$ cat config.mk
export PLATFORM = sky130hd
export DESIGN_NAME = bus_interconnect_flat
export DESIGN_NICKNAME = d
export VERILOG_FILES = /design/src/rtl/bus_interconnect_if.sv /design/src/rtl/bus_interconnect.sv /design/src/flat_wrapper.sv
export SDC_FILE = /design/constraint.sdc
export NUM_CORES = 1
export LEC_CHECK = 0
export BUFFER_PORTS_ARGS = -buffer_cell sky130_fd_sc_hd__buf_4
export CAP_MARGIN = 5
export CORE_UTILIZATION = 44
export CTS_CLUSTER_DIAMETER = 50
export CTS_CLUSTER_SIZE = 24
export DETAILED_ROUTE_END_ITERATION = 10
export HOLD_SLACK_MARGIN = 0.08
export MAX_ROUTING_LAYER = met4
export PLACE_DENSITY = 0.78
export SETUP_SLACK_MARGIN = 0.05
export SYNTH_ARGS = -nofsm -noshare
export SYNTH_HDL_FRONTEND = slang
export SYNTH_SLANG_ARGS = --single-unit
$ cat constraint.sdc
create_clock -name clk -period 2.1 [get_ports clk]
set_input_delay 0.42 -clock clk [delete_from_list [all_inputs] [get_ports clk]]
set_output_delay 0.42 -clock clk [all_outputs]
set_load 0.1 [all_outputs]
$ cat src/rtl/bus_interconnect_if.sv
// Master-side and slave-side serial bus bundle for bus_interconnect.
// The ic modport is the interconnect's own view of both sides.
interface bus_interconnect_if #(
    parameter int unsigned NUM_M = 2,
    parameter int unsigned NUM_S = 3
);
    logic [NUM_M-1:0] m_req;
    logic [NUM_M-1:0] m_grant;
    logic [NUM_M-1:0] m_valid;
    logic [NUM_M-1:0] m_tx_address;
    logic [NUM_M-1:0] m_tx_data;
    logic [NUM_M-1:0] m_write_en;
    logic [NUM_M-1:0] m_read_en;
    logic [NUM_M-1:0] m_rx_data;
    logic [NUM_M-1:0] m_slave_ready;

    logic [NUM_S-1:0] s_valid;
    logic [NUM_S-1:0] s_rx_address;
    logic [NUM_S-1:0] s_rx_data;
    logic [NUM_S-1:0] s_write_en;
    logic [NUM_S-1:0] s_read_en;
    logic [NUM_S-1:0] s_tx_data;
    logic [NUM_S-1:0] s_slave_ready;

    modport master (
        output m_req, m_valid, m_tx_address, m_tx_data, m_write_en, m_read_en,
        input  m_grant, m_rx_data, m_slave_ready
    );

    modport slave (
        input  s_valid, s_rx_address, s_rx_data, s_write_en, s_read_en,
        output s_tx_data, s_slave_ready
    );

    modport ic (
        input  m_req, m_valid, m_tx_address, m_tx_data, m_write_en, m_read_en,
        input  s_tx_data, s_slave_ready,
        output m_grant, m_rx_data, m_slave_ready,
        output s_valid, s_rx_address, s_rx_data, s_write_en, s_read_en
    );
endinterface

$ cat src/rtl/bus_interconnect.sv
// Round-robin arbitrated serial-bus interconnect, NUM_M masters to NUM_S slaves.
// Optional watchdog abort is compiled in with `define BUS_TIMEOUT_EN.
module bus_interconnect #(
    parameter int unsigned NUM_M   = 2,
    parameter int unsigned NUM_S   = 3,
    parameter int unsigned SEL_W   = 2,
    parameter int unsigned TIMEOUT = 255
) (
    input  logic           clk,
    input  logic           rst,
    bus_interconnect_if.ic bus,
    output logic           bus_busy,
    output logic           sel_err,
    output logic           timeout
);
    localparam int unsigned GW = (NUM_M > 1) ? $clog2(NUM_M) : 1;
    localparam int unsigned SW = (NUM_S > 1) ? $clog2(NUM_S) : 1;
    localparam int unsigned BW = $clog2(SEL_W + 1);

    if (NUM_M < 2 || NUM_S < 1 || SEL_W < 1 || TIMEOUT < 1) begin : g_param_check
        $error("bus_interconnect: illegal parameter set");
    end

    typedef enum logic [1:0] {IDLE, ADDR, CONNECT} state_t;

    state_t           r_state, w_state_n;
    logic [NUM_M-1:0] r_grant;
    logic [GW-1:0]    r_gidx, r_rr_ptr, w_win_idx, w_scan_idx;
    logic [SEL_W-1:0] r_sel, w_sel_next;
    logic [BW-1:0]    r_bit_cnt;
    logic [SW-1:0]    w_sidx;
    logic             r_busy, r_sel_err, r_timeout;
    logic             w_sel_err_n, w_timeout_n, w_wd_expire;
    logic             w_g_req, w_g_valid, w_g_addr, w_last_bit, w_sel_bad, w_start;
    logic [NUM_M-1:0] w_req_elig;

    assign w_g_req    = bus.m_req[r_gidx];
    assign w_g_valid  = bus.m_valid[r_gidx];
    assign w_g_addr   = bus.m_tx_address[r_gidx];
    assign w_sel_next = SEL_W'({r_sel, w_g_addr});
    assign w_last_bit = (r_bit_cnt == BW'(SEL_W - 1));
    assign w_sel_bad  = (w_sel_next == '0) || (32'(w_sel_next) > NUM_S);
    assign w_sidx     = SW'(r_sel - SEL_W'(1));
    assign w_start    = (r_state == IDLE) && (w_state_n == ADDR);

`ifdef BUS_TIMEOUT_EN
    localparam int unsigned TW = $clog2(TIMEOUT + 1);
    logic [TW-1:0]    r_wd_cnt;
    logic [NUM_M-1:0] r_blocked;
    logic             w_wd_clr;

    assign w_wd_clr    = (r_state == CONNECT) && bus.s_slave_ready[w_sidx];
    assign w_wd_expire = !w_wd_clr && (r_wd_cnt == TW'(TIMEOUT - 1));
    // A master aborted by the watchdog must drop its request before it can win again.
    assign w_req_elig  = bus.m_req & ~r_blocked;

    always_ff @(posedge clk) begin
        if (rst) begin
            r_wd_cnt  <= '0;
            r_blocked <= '0;
        end else begin
            if (w_start || w_wd_clr)  r_wd_cnt <= '0;
            else if (r_state != IDLE) r_wd_cnt <= r_wd_cnt + TW'(1);
            r_blocked <= (r_blocked & bus.m_req) |
                         (w_timeout_n ? (NUM_M'(1) << r_gidx) : '0);
        end
    end
`else
    assign w_wd_expire = 1'b0;
    assign w_req_elig  = bus.m_req;
`endif

    // Round-robin search from rr_ptr+1 upward; the nearest requester is written last.
    always_comb begin
        w_win_idx  = '0;
        w_scan_idx = '0;
        for (int i = int'(NUM_M); i >= 1; i--) begin
            w_scan_idx = GW'((int'(r_rr_ptr) + i) % int'(NUM_M));
            if (w_req_elig[w_scan_idx]) w_win_idx = w_scan_idx;
        end
    end

    always_ff @(posedge clk) begin
        if (rst) r_state <= IDLE;
        else     r_state <= w_state_n;
    end

    // Release beats watchdog abort, which beats completion of the slave ID.
    always_comb begin
        w_state_n   = r_state;
        w_sel_err_n = 1'b0;
        w_timeout_n = 1'b0;
        case (r_state)
            IDLE: begin
                if (|w_req_elig) w_state_n = ADDR;
            end
            ADDR: begin
                if (!w_g_req) begin
                    w_state_n = IDLE;
                end else if (w_wd_expire) begin
                    w_state_n   = IDLE;
                    w_timeout_n = 1'b1;
                end else if (w_g_valid && w_last_bit) begin
                    if (w_sel_bad) begin
                        w_state_n   = IDLE;
                        w_sel_err_n = 1'b1;
                    end else begin
                        w_state_n = CONNECT;
                    end
                end
            end
            CONNECT: begin
                if (!w_g_req) begin
                    w_state_n = IDLE;
                end else if (w_wd_expire) begin
                    w_state_n   = IDLE;
                    w_timeout_n = 1'b1;
                end
            end
            default: w_state_n = IDLE;
        endcase
    end

    always_ff @(posedge clk) begin
        if (rst) begin
            r_grant   <= '0;
            r_gidx    <= '0;
            r_rr_ptr  <= GW'(NUM_M - 1);
            r_sel     <= '0;
            r_bit_cnt <= '0;
            r_busy    <= 1'b0;
            r_sel_err <= 1'b0;
            r_timeout <= 1'b0;
        end else begin
            r_busy    <= (w_state_n != IDLE);
            r_sel_err <= w_sel_err_n;
            r_timeout <= w_timeout_n;
            if (w_start) begin
                r_grant   <= NUM_M'(1) << w_win_idx;
                r_gidx    <= w_win_idx;
                r_rr_ptr  <= w_win_idx;
                r_sel     <= '0;
                r_bit_cnt <= '0;
            end else if (w_state_n == IDLE) begin
                r_grant <= '0;
            end else if (r_state == ADDR && w_g_valid) begin
                r_sel     <= w_sel_next;
                r_bit_cnt <= r_bit_cnt + BW'(1);
            end
        end
    end

    // Combinational routing, active only while connected.
    always_comb begin
        bus.s_valid       = '0;
        bus.s_rx_address  = '0;
        bus.s_rx_data     = '0;
        bus.s_write_en    = '0;
        bus.s_read_en     = '0;
        bus.m_rx_data     = '0;
        bus.m_slave_ready = '0;
        if (r_state == CONNECT) begin
            bus.s_valid[w_sidx]       = bus.m_valid[r_gidx];
            bus.s_rx_address[w_sidx]  = bus.m_tx_address[r_gidx];
            bus.s_rx_data[w_sidx]     = bus.m_tx_data[r_gidx];
            bus.s_write_en[w_sidx]    = bus.m_write_en[r_gidx];
            bus.s_read_en[w_sidx]     = bus.m_read_en[r_gidx];
            bus.m_rx_data[r_gidx]     = bus.s_tx_data[w_sidx];
            bus.m_slave_ready[r_gidx] = bus.s_slave_ready[w_sidx];
        end
    end

    assign bus.m_grant = r_grant;
    assign bus_busy    = r_busy;
    assign sel_err     = r_sel_err;
    assign timeout     = r_timeout;
endmodule
$ cat src/flat_wrapper.sv
// flat-port wrapper written by rule: the top's interface ports become plain ports
module bus_interconnect_flat 
#(
    parameter int unsigned NUM_M   = 2,
    parameter int unsigned NUM_S   = 3,
    parameter int unsigned SEL_W   = 2,
    parameter int unsigned TIMEOUT = 255
)
  (clk, rst, bus_busy, sel_err, timeout, bus_m_req, bus_m_valid, bus_m_tx_address, bus_m_tx_data, bus_m_write_en, bus_m_read_en, bus_s_tx_data, bus_s_slave_ready, bus_m_grant, bus_m_rx_data, bus_m_slave_ready, bus_s_valid, bus_s_rx_address, bus_s_rx_data, bus_s_write_en, bus_s_read_en);
  bus_interconnect_if #(.NUM_M(NUM_M), .NUM_S(NUM_S)) bus_i ();
  input  logic clk;
  input  logic rst;
  output logic bus_busy;
  output logic sel_err;
  output logic timeout;
  input wire logic [$bits(bus_i.m_req)-1:0] bus_m_req;
  input wire logic [$bits(bus_i.m_valid)-1:0] bus_m_valid;
  input wire logic [$bits(bus_i.m_tx_address)-1:0] bus_m_tx_address;
  input wire logic [$bits(bus_i.m_tx_data)-1:0] bus_m_tx_data;
  input wire logic [$bits(bus_i.m_write_en)-1:0] bus_m_write_en;
  input wire logic [$bits(bus_i.m_read_en)-1:0] bus_m_read_en;
  input wire logic [$bits(bus_i.s_tx_data)-1:0] bus_s_tx_data;
  input wire logic [$bits(bus_i.s_slave_ready)-1:0] bus_s_slave_ready;
  output wire logic [$bits(bus_i.m_grant)-1:0] bus_m_grant;
  output wire logic [$bits(bus_i.m_rx_data)-1:0] bus_m_rx_data;
  output wire logic [$bits(bus_i.m_slave_ready)-1:0] bus_m_slave_ready;
  output wire logic [$bits(bus_i.s_valid)-1:0] bus_s_valid;
  output wire logic [$bits(bus_i.s_rx_address)-1:0] bus_s_rx_address;
  output wire logic [$bits(bus_i.s_rx_data)-1:0] bus_s_rx_data;
  output wire logic [$bits(bus_i.s_write_en)-1:0] bus_s_write_en;
  output wire logic [$bits(bus_i.s_read_en)-1:0] bus_s_read_en;
  assign bus_i.m_req = bus_m_req;
  assign bus_i.m_valid = bus_m_valid;
  assign bus_i.m_tx_address = bus_m_tx_address;
  assign bus_i.m_tx_data = bus_m_tx_data;
  assign bus_i.m_write_en = bus_m_write_en;
  assign bus_i.m_read_en = bus_m_read_en;
  assign bus_i.s_tx_data = bus_s_tx_data;
  assign bus_i.s_slave_ready = bus_s_slave_ready;
  assign bus_m_grant = bus_i.m_grant;
  assign bus_m_rx_data = bus_i.m_rx_data;
  assign bus_m_slave_ready = bus_i.m_slave_ready;
  assign bus_s_valid = bus_i.s_valid;
  assign bus_s_rx_address = bus_i.s_rx_address;
  assign bus_s_rx_data = bus_i.s_rx_data;
  assign bus_s_write_en = bus_i.s_write_en;
  assign bus_s_read_en = bus_i.s_read_en;
  bus_interconnect #(.NUM_M(NUM_M), .NUM_S(NUM_S), .SEL_W(SEL_W), .TIMEOUT(TIMEOUT)) u_core (.clk(clk), .rst(rst), .bus(bus_i), .bus_busy(bus_busy), .sel_err(sel_err), .timeout(timeout));
endmodule
==> key figures, run 1 <==
Worst hold path
  • Hold WC Path Type: input pin to flip-flop
  • Worst hold path cell count: 2
  • WHS Endpoint: u_core.r_state[0]
  • Hold Startpoint: rst

Route
  • Drt drc: 0
  • Drt wl/cell: 13.6 um
  • Drt initial violations: 29
  • DR vias: 936
  • Initial DRT Pass Iterations: 4
  • Vias/cell: 5.26
  • Routed WL: 2.43 mm
  • Post-route antenna net violation count: 0

Critical path
  • Reg2reg path depth: 5
  • Required time of the critical path: 1.68 ns
  • RR Endpoint: u_core.bus.m_grant[0]
  • Worst path buffer plus inverter count: 2
  • Reg-to-reg setup timing slack: 0.37 ns
  • Crit. End Element: output port
  • Critical path launch point type: flip-flop
  • CP Max Fanout: 4
  • Slowest CP cell: dfxtp_4
  • Crit path DAT: 1.72 ns
  • RR Startpoint: u_core.r_gidx
  • Crit-path cells: inv_4 > ha_4 > mux2_4 > a21oi_4 > nor3_4 > buf_12
  • CP top delay family: flip-flops
  • Largest stage delay on the critical path: 0.36 ns
  • Kind of critical path: flip-flop to output port

Clocking
  • CTS Buf Count: 3
  • H-tree depth: 1
  • Post-CTS setup buffers: 0
  • Worst-case clock buffer depth: 2
  • CTS tree: yes
  • Skew-Pair Late Insertion Delay: between 0.2 and 0.3 ns
  • Clock root cell: clkbuf_4
  • Reg clk slew, reported paths: 0.08 ns
  • # clock sinks: 12

Synth
  • Sequential cell area fraction in the yosys report: 0.289
  • Mapped Avg Cell Area: 8.00 um^2
  • Synth Area in Compound Gates: 0.131
  • Syn_nets: 128
  • #FFs+latches synth: 12
  • Yosys warnings: 0
  • Cells after Synth: 104
  • Simple-gate share of the synthesized area: 0.305
  • Cell variety after synth: 34
  • Xor/xnor share of the synthesized area: 0
  • Mux contribution to synthesized area: 0.168
  • Largest family of logic cells by synthesized area: simple AND/OR/NAND/NOR gates
  • Post-Synth Adder-Cell Area: 0.0602
  • Post-Synthesis Cell Area: 832 um^2

Cells and area
  • Area growth syn-to-layout: 63.9%
  • Nets: 178
  • Finished Core Util: 0.781
  • Share of cells above drive strength 1: 0.477
  • Final Instance Area: 0.00136 mm^2
  • Commonest non-fill, non-tap cells in the layout: buf_4 (44), nor2_1 (18), nand2_1 (11)
  • # diodes: 0
  • Commonest non-fill, non-tap cell in the layout: buf_4

Place
  • Placer congestion estimate: 0.871
  • Post-place instance area: 0.00126 mm^2
  • Post-DP HPWL: 1.79 mm
  • Port bufs: 42

Timing
  • Max_slew headroom: 0.623
  • Final setup skew: around 0.009 ns
  • RSZ-0062 raised after global routing: yes
  • Final setup viols: 3
  • Final Max Slew Viols: 0
  • Sum of negative setup slack: -0.0999 ns
  • Final period util: 1.02
  • Fmax: between 0.4 and 0.5 GHz
  • Worst-Margin Slew: 0.566 ns
  • Final min period: 2.14 ns
  • PnR worst setup slack: -0.0431 ns
  • Final hold vios: 0

Power
  • Cell Pwr Density: 423 mW/mm^2
  • Peak supply drop: about 0.63 mV
  • Leak: between 0.6 and 0.7 nW
  • Tot Pwr: 0.000577 W

Floorplanning
  • Core region area: about 0.0017 mm^2
  • IO Count: 44
  • Rows: 15
  • Die Wd: 45.5 um
  • Initial Util: 0.477
  • Die H: 45.5 um
  • Die area: 0.00207 mm^2

Global routing
  • Overflow after GRT: 0
  • Total GRT Usage: 0.258
  • Vias in the first global route: 829
  • Initial antenna violation count: 0
  • Largest net degree at the start of global routing: 10
  • First-pass GRT wire length: around 3.6 mm

Run status
  • Failing checks: negative setup slack
  • Run status: finished with violations

Run
  • Max Cap Viol: 0
==> where the power goes <==
part / internal [W] / leakage (nW) / total (W) / switching (W)
Clock: 0.0000737 / 0.0150 / 0.000151 / 0.0000778
Combinational: 0.0000699 / 0.487 / 0.000179 / 0.000109
Sequential: 0.000238 / 0.0995 / 0.000247 / 0.00000863
Total: 0.000381 / 0.601 / 0.000577 / 0.000195
==> Yosys cell counts (all sizes together) <==
library cell	instances	share of area
a21oi	7	0.042
a21boi	1	0.0090
mux2	3	0.041
inv	3	0.014
nor2	21	0.095
o21bai	1	0.0090
nand3	4	0.024
or2	1	0.0075
buf	2	0.023
mux2i	9	0.13
clkbuf	1	0.0060
o2111ai	1	0.011
conb	1	0.0045
o211ai	1	0.0090
o21ai	2	0.012
and3b	1	0.011
or2b	1	0.0090
nor3b	1	0.0090
a41oi	1	0.011
and2	2	0.015
nand2	11	0.050
nor2b	1	0.0075
a211oi	1	0.0090
a21o	1	0.0090
nor3	5	0.044
nand2b	3	0.023
ha	4	0.060
and4	1	0.012
dfxtp	12	0.29
a31o	1	0.011
==> state kept, by name, summed over array words and instances (netlist names) <==
name                cells
u_core.sel_err          1
u_core.r_rr_ptr         1
u_core.r_state          2
u_core.r_bit_cnt        2
u_core.r_sel            2
u_core.bus_busy         1
u_core.r_gidx           1
u_core.bus.m_grant      2
==> layer usage <==
layer,global-route usage,routed length [um]
met2,0.477,1270
met5,-,0
met1,0.263,947
met3,0.0437,173
met4,0.109,34
==> kinds of logic (layout without fill, tap and decap cells) <==
kind of cell    Yosys count  after routing
fa+ha+maj                 4              4
buf+inv                   6             55
compound gates           17             17
simple gates             52             52
flops                    12             12
other cells               1              1
mux                      12             12
==> worst max-delay path by stage <==
stage,startpoint,slack (ns),cells after the start,to
finish,u_core.r_sel[0],-0.04,6,bus_m_slave_ready[0]
global route,u_core.r_sel[0],-0.07,6,bus_m_slave_ready[1]
CTS,u_core.r_sel[0],-0.02,6,bus_m_slave_ready[0]
detailed placement,u_core.r_sel[0],0.02,6,bus_m_slave_ready[1]
global placement,u_core.r_sel[0],0.06,6,bus_m_slave_ready[1]
floorplan,u_core.r_state[1],-0.39,3,bus_s_read_en[1]
==> what timing repair did <==
action,4_1_cts,5_1_grt
resized for setup,16,2
hold buffers,0,0
endpoints found under the setup margin,4,7
endpoints found under the hold margin,0,0
pin swaps,5,0
==> metrics by stage <==
step	hold slack [ns]	setup slack, ns	instances
after floorplan	0.426	-0.389	104
after global placement	0.434	0.0621	174
after detailed placement	0.454	0.0206	174
after CTS	0.364	-0.0244	178
after global routing	0.378	-0.0739	178
final	0.365	-0.0431	178
==> layout make-up <==
| type | count | area [um^2] |
|---|---|---|
| Clock buffer | 4 | 26.3 |
| Fill cell | 135 | 382 |
| Inverter | 3 | 13.8 |
| Multi-Input combinational cell | 86 | 637 |
| Sequential cell | 12 | 245 |
| Tap cell | 25 | 31.3 |
| Timing Repair Buffer | 48 | 410 |
No activity file was read; power rests on OpenSTA's default activity.
==> run 2, diff against run 1 <==
--- a/config.mk
+++ b/config.mk
@@ -13,7 +13,7 @@
 export DETAILED_ROUTE_END_ITERATION = 10
 export HOLD_SLACK_MARGIN = 0.08
 export MAX_ROUTING_LAYER = met4
-export PLACE_DENSITY = 0.78
+export PLACE_DENSITY = 0.87
 export SETUP_SLACK_MARGIN = 0.05
 export SYNTH_ARGS = -nofsm -noshare
 export SYNTH_HDL_FRONTEND = slang
==> run 2 against run 1 <==
  * The run still ends with negative setup slack left
  * Via count fell by 2.0%
  * Wire length rose by 4.2%
  * Sequential share of layout area fell by 0.23 points
  * Critical path type unchanged
  * Highest routed layer unchanged
==> key figures, run 2 (synthesis results as in run 1) <==
Run status
  • Run status: finished with violations
  • Failing checks: negative setup slack

Cells and area
  • Area growth syn-to-layout: 66.0%
  • Commonest non-fill, non-tap cell in the layout: buf_4
  • Post-route insts no fill: between 150 and 200
  • Share of cells above drive strength 1: 0.493
  • Final Instance Area: 0.00138 mm^2
  • # diodes: 0
  • Fillers: about 120
  • Nets: 177
  • Finished Core Util: 0.791
  • Commonest non-fill, non-tap cells in the layout: buf_4 (39), nor2_1 (18), nand2_1 (11)

Timing
  • Final Max Slew Viols: 0
  • Final hold vios: 0
  • Final period util: 1.04
  • Final setup viols: 4
  • Final min period: between 2 and 2.5 ns
  • PnR worst setup slack: -0.0860 ns
  • Fmax: 0.457 GHz
  • RSZ-0062 raised after global routing: yes
  • Final setup skew: 0.00189 ns

Route
  • Routed WL: 2.53 mm
  • Post-route antenna net violation count: 0
  • Drt drc: 0
  • DR vias: 917
  • Vias/cell: 5.18
  • Drt wl/cell: 14.3 um
  • Drt initial violations: 10
  • Initial DRT Pass Iterations: 4

Place
  • Placed cells: between 150 and 200
  • Post-place instance area: about 0.0012 mm^2
  • Port bufs: 42
  • Placer congestion estimate: ~0.76
  • Post-DP HPWL: 1.82 mm
  • Pre-CTS setup slack: around 0.066 ns

Floorplanning
  • Die Wd: 45.5 um
  • Die H: 45.5 um
  • Rows: 15
  • Initial Util: 0.477
  • Core region area: 0.00175 mm^2
  • IO Count: 44
  • Die area: a little over 0.002 mm^2

Clocking
  • Skew-Pair Late Insertion Delay: 0.27 ns
  • CTS Buf Count: 3
  • H-tree depth: 1
  • Worst-case clock buffer depth: 2
  • Reg clk slew, reported paths: around 0.080 ns
  • # clock sinks: 12
  • Clock root cell: clkbuf_4
  • CTS tree: yes

Critical path
  • Kind of critical path: flip-flop to output port
  • Slowest CP cell: dfxtp_4
  • Worst path buffer plus inverter count: 3
  • Crit-path cells: inv_6 > ha_4 > mux2_4 > a21oi_2 > buf_6 > nor3_4 > buf_12
  • CP Max Fanout: 4
  • Crit. End Element: output port
  • Critical path launch point type: flip-flop
  • CP top delay family: flip-flops
  • Crit path DAT: 1.77 ns
  • Required time of the critical path: 1.68 ns
  • Largest stage delay on the critical path: 0.37 ns

Worst hold path
  • Hold WC Path Type: input pin to flip-flop

Global routing
  • Total GRT Usage: 0.274
  • First-pass GRT wire length: 3.83 mm
  • Initial antenna violation count: 0
  • Overflow after GRT: 0
  • Largest net degree at the start of global routing: 10
  • Vias in the first global route: 849

Power
  • Cell Pwr Density: 423 mW/mm^2
  • Peak supply drop: 0.399 mV
  • Leak: 0.601 nW

Run
  • Max Cap Viol: 0
[run 2: cell types whose count changed in the layout (fill, tap and decap cells not counted), sizes merged]
cell,delta
buf,-1
[run 2: routing by layer]
layer | track usage | wire (um) | share of wire
met4 | 0.121 | 23 | 0.0091
met5 | - | 0 | 0
met1 | 0.299 | 1000 | 0.40
met3 | 0.0635 | 165 | 0.065
met2 | 0.469 | 1340 | 0.53
[run 2: report_power, final]
| part | internal [W] | switching, W |
|---|---|---|
| combinational | 0.0000703 | 0.000108 |
| clock | 0.0000736 | 0.0000836 |
| sequential | 0.000238 | 0.0000100 |
| total | 0.000382 | 0.000202 |
[run 2: final cells by class]
cell class | count | area, um^2 | share of cell area
sequential | 12 | 245 | 0.178
timing repair buffer | 47 | 418 | 0.303
clock buffer | 4 | 26.3 | 0.0190
tap | 25 | 31.3 | 0.0226
inverter | 3 | 16.3 | 0.0118
multi-input combinational | 86 | 644 | 0.466
[run 2: stage by stage]
step	hold WS (ns)	total power [W]	setup TNS, ns
global placement	0.435	0.000417	0
global route	0.360	0.000611	-0.503
CTS	0.358	0.000577	-0.109
floorplan	0.426	0.000369	-5.57
finish	0.361	0.000584	-0.240
detailed placement	0.443	0.000420	0
[run 2: what timing repair did]
action                                  4_1_cts  5_1_grt
cloned                                        0        0
hold buffers                                  0        0
pin swaps                                     5        1
setup buffers                                 2        0
endpoints found under the setup margin       19       19
gates resized for setup                      18        8
[run 2: worst paths after layout]
check                                      from                   end  slack [ns]  cells after the start
worst max-delay path            u_core.r_sel[0]  bus_m_slave_ready[0]       -0.09                      7
worst min-delay path                        rst         u_core.r_gidx        0.36                      2
worst max register to register    u_core.r_gidx       u_core.bus_busy        0.53                      5
worst min register to register  u_core.r_rr_ptr       u_core.r_rr_ptr        0.46                      1
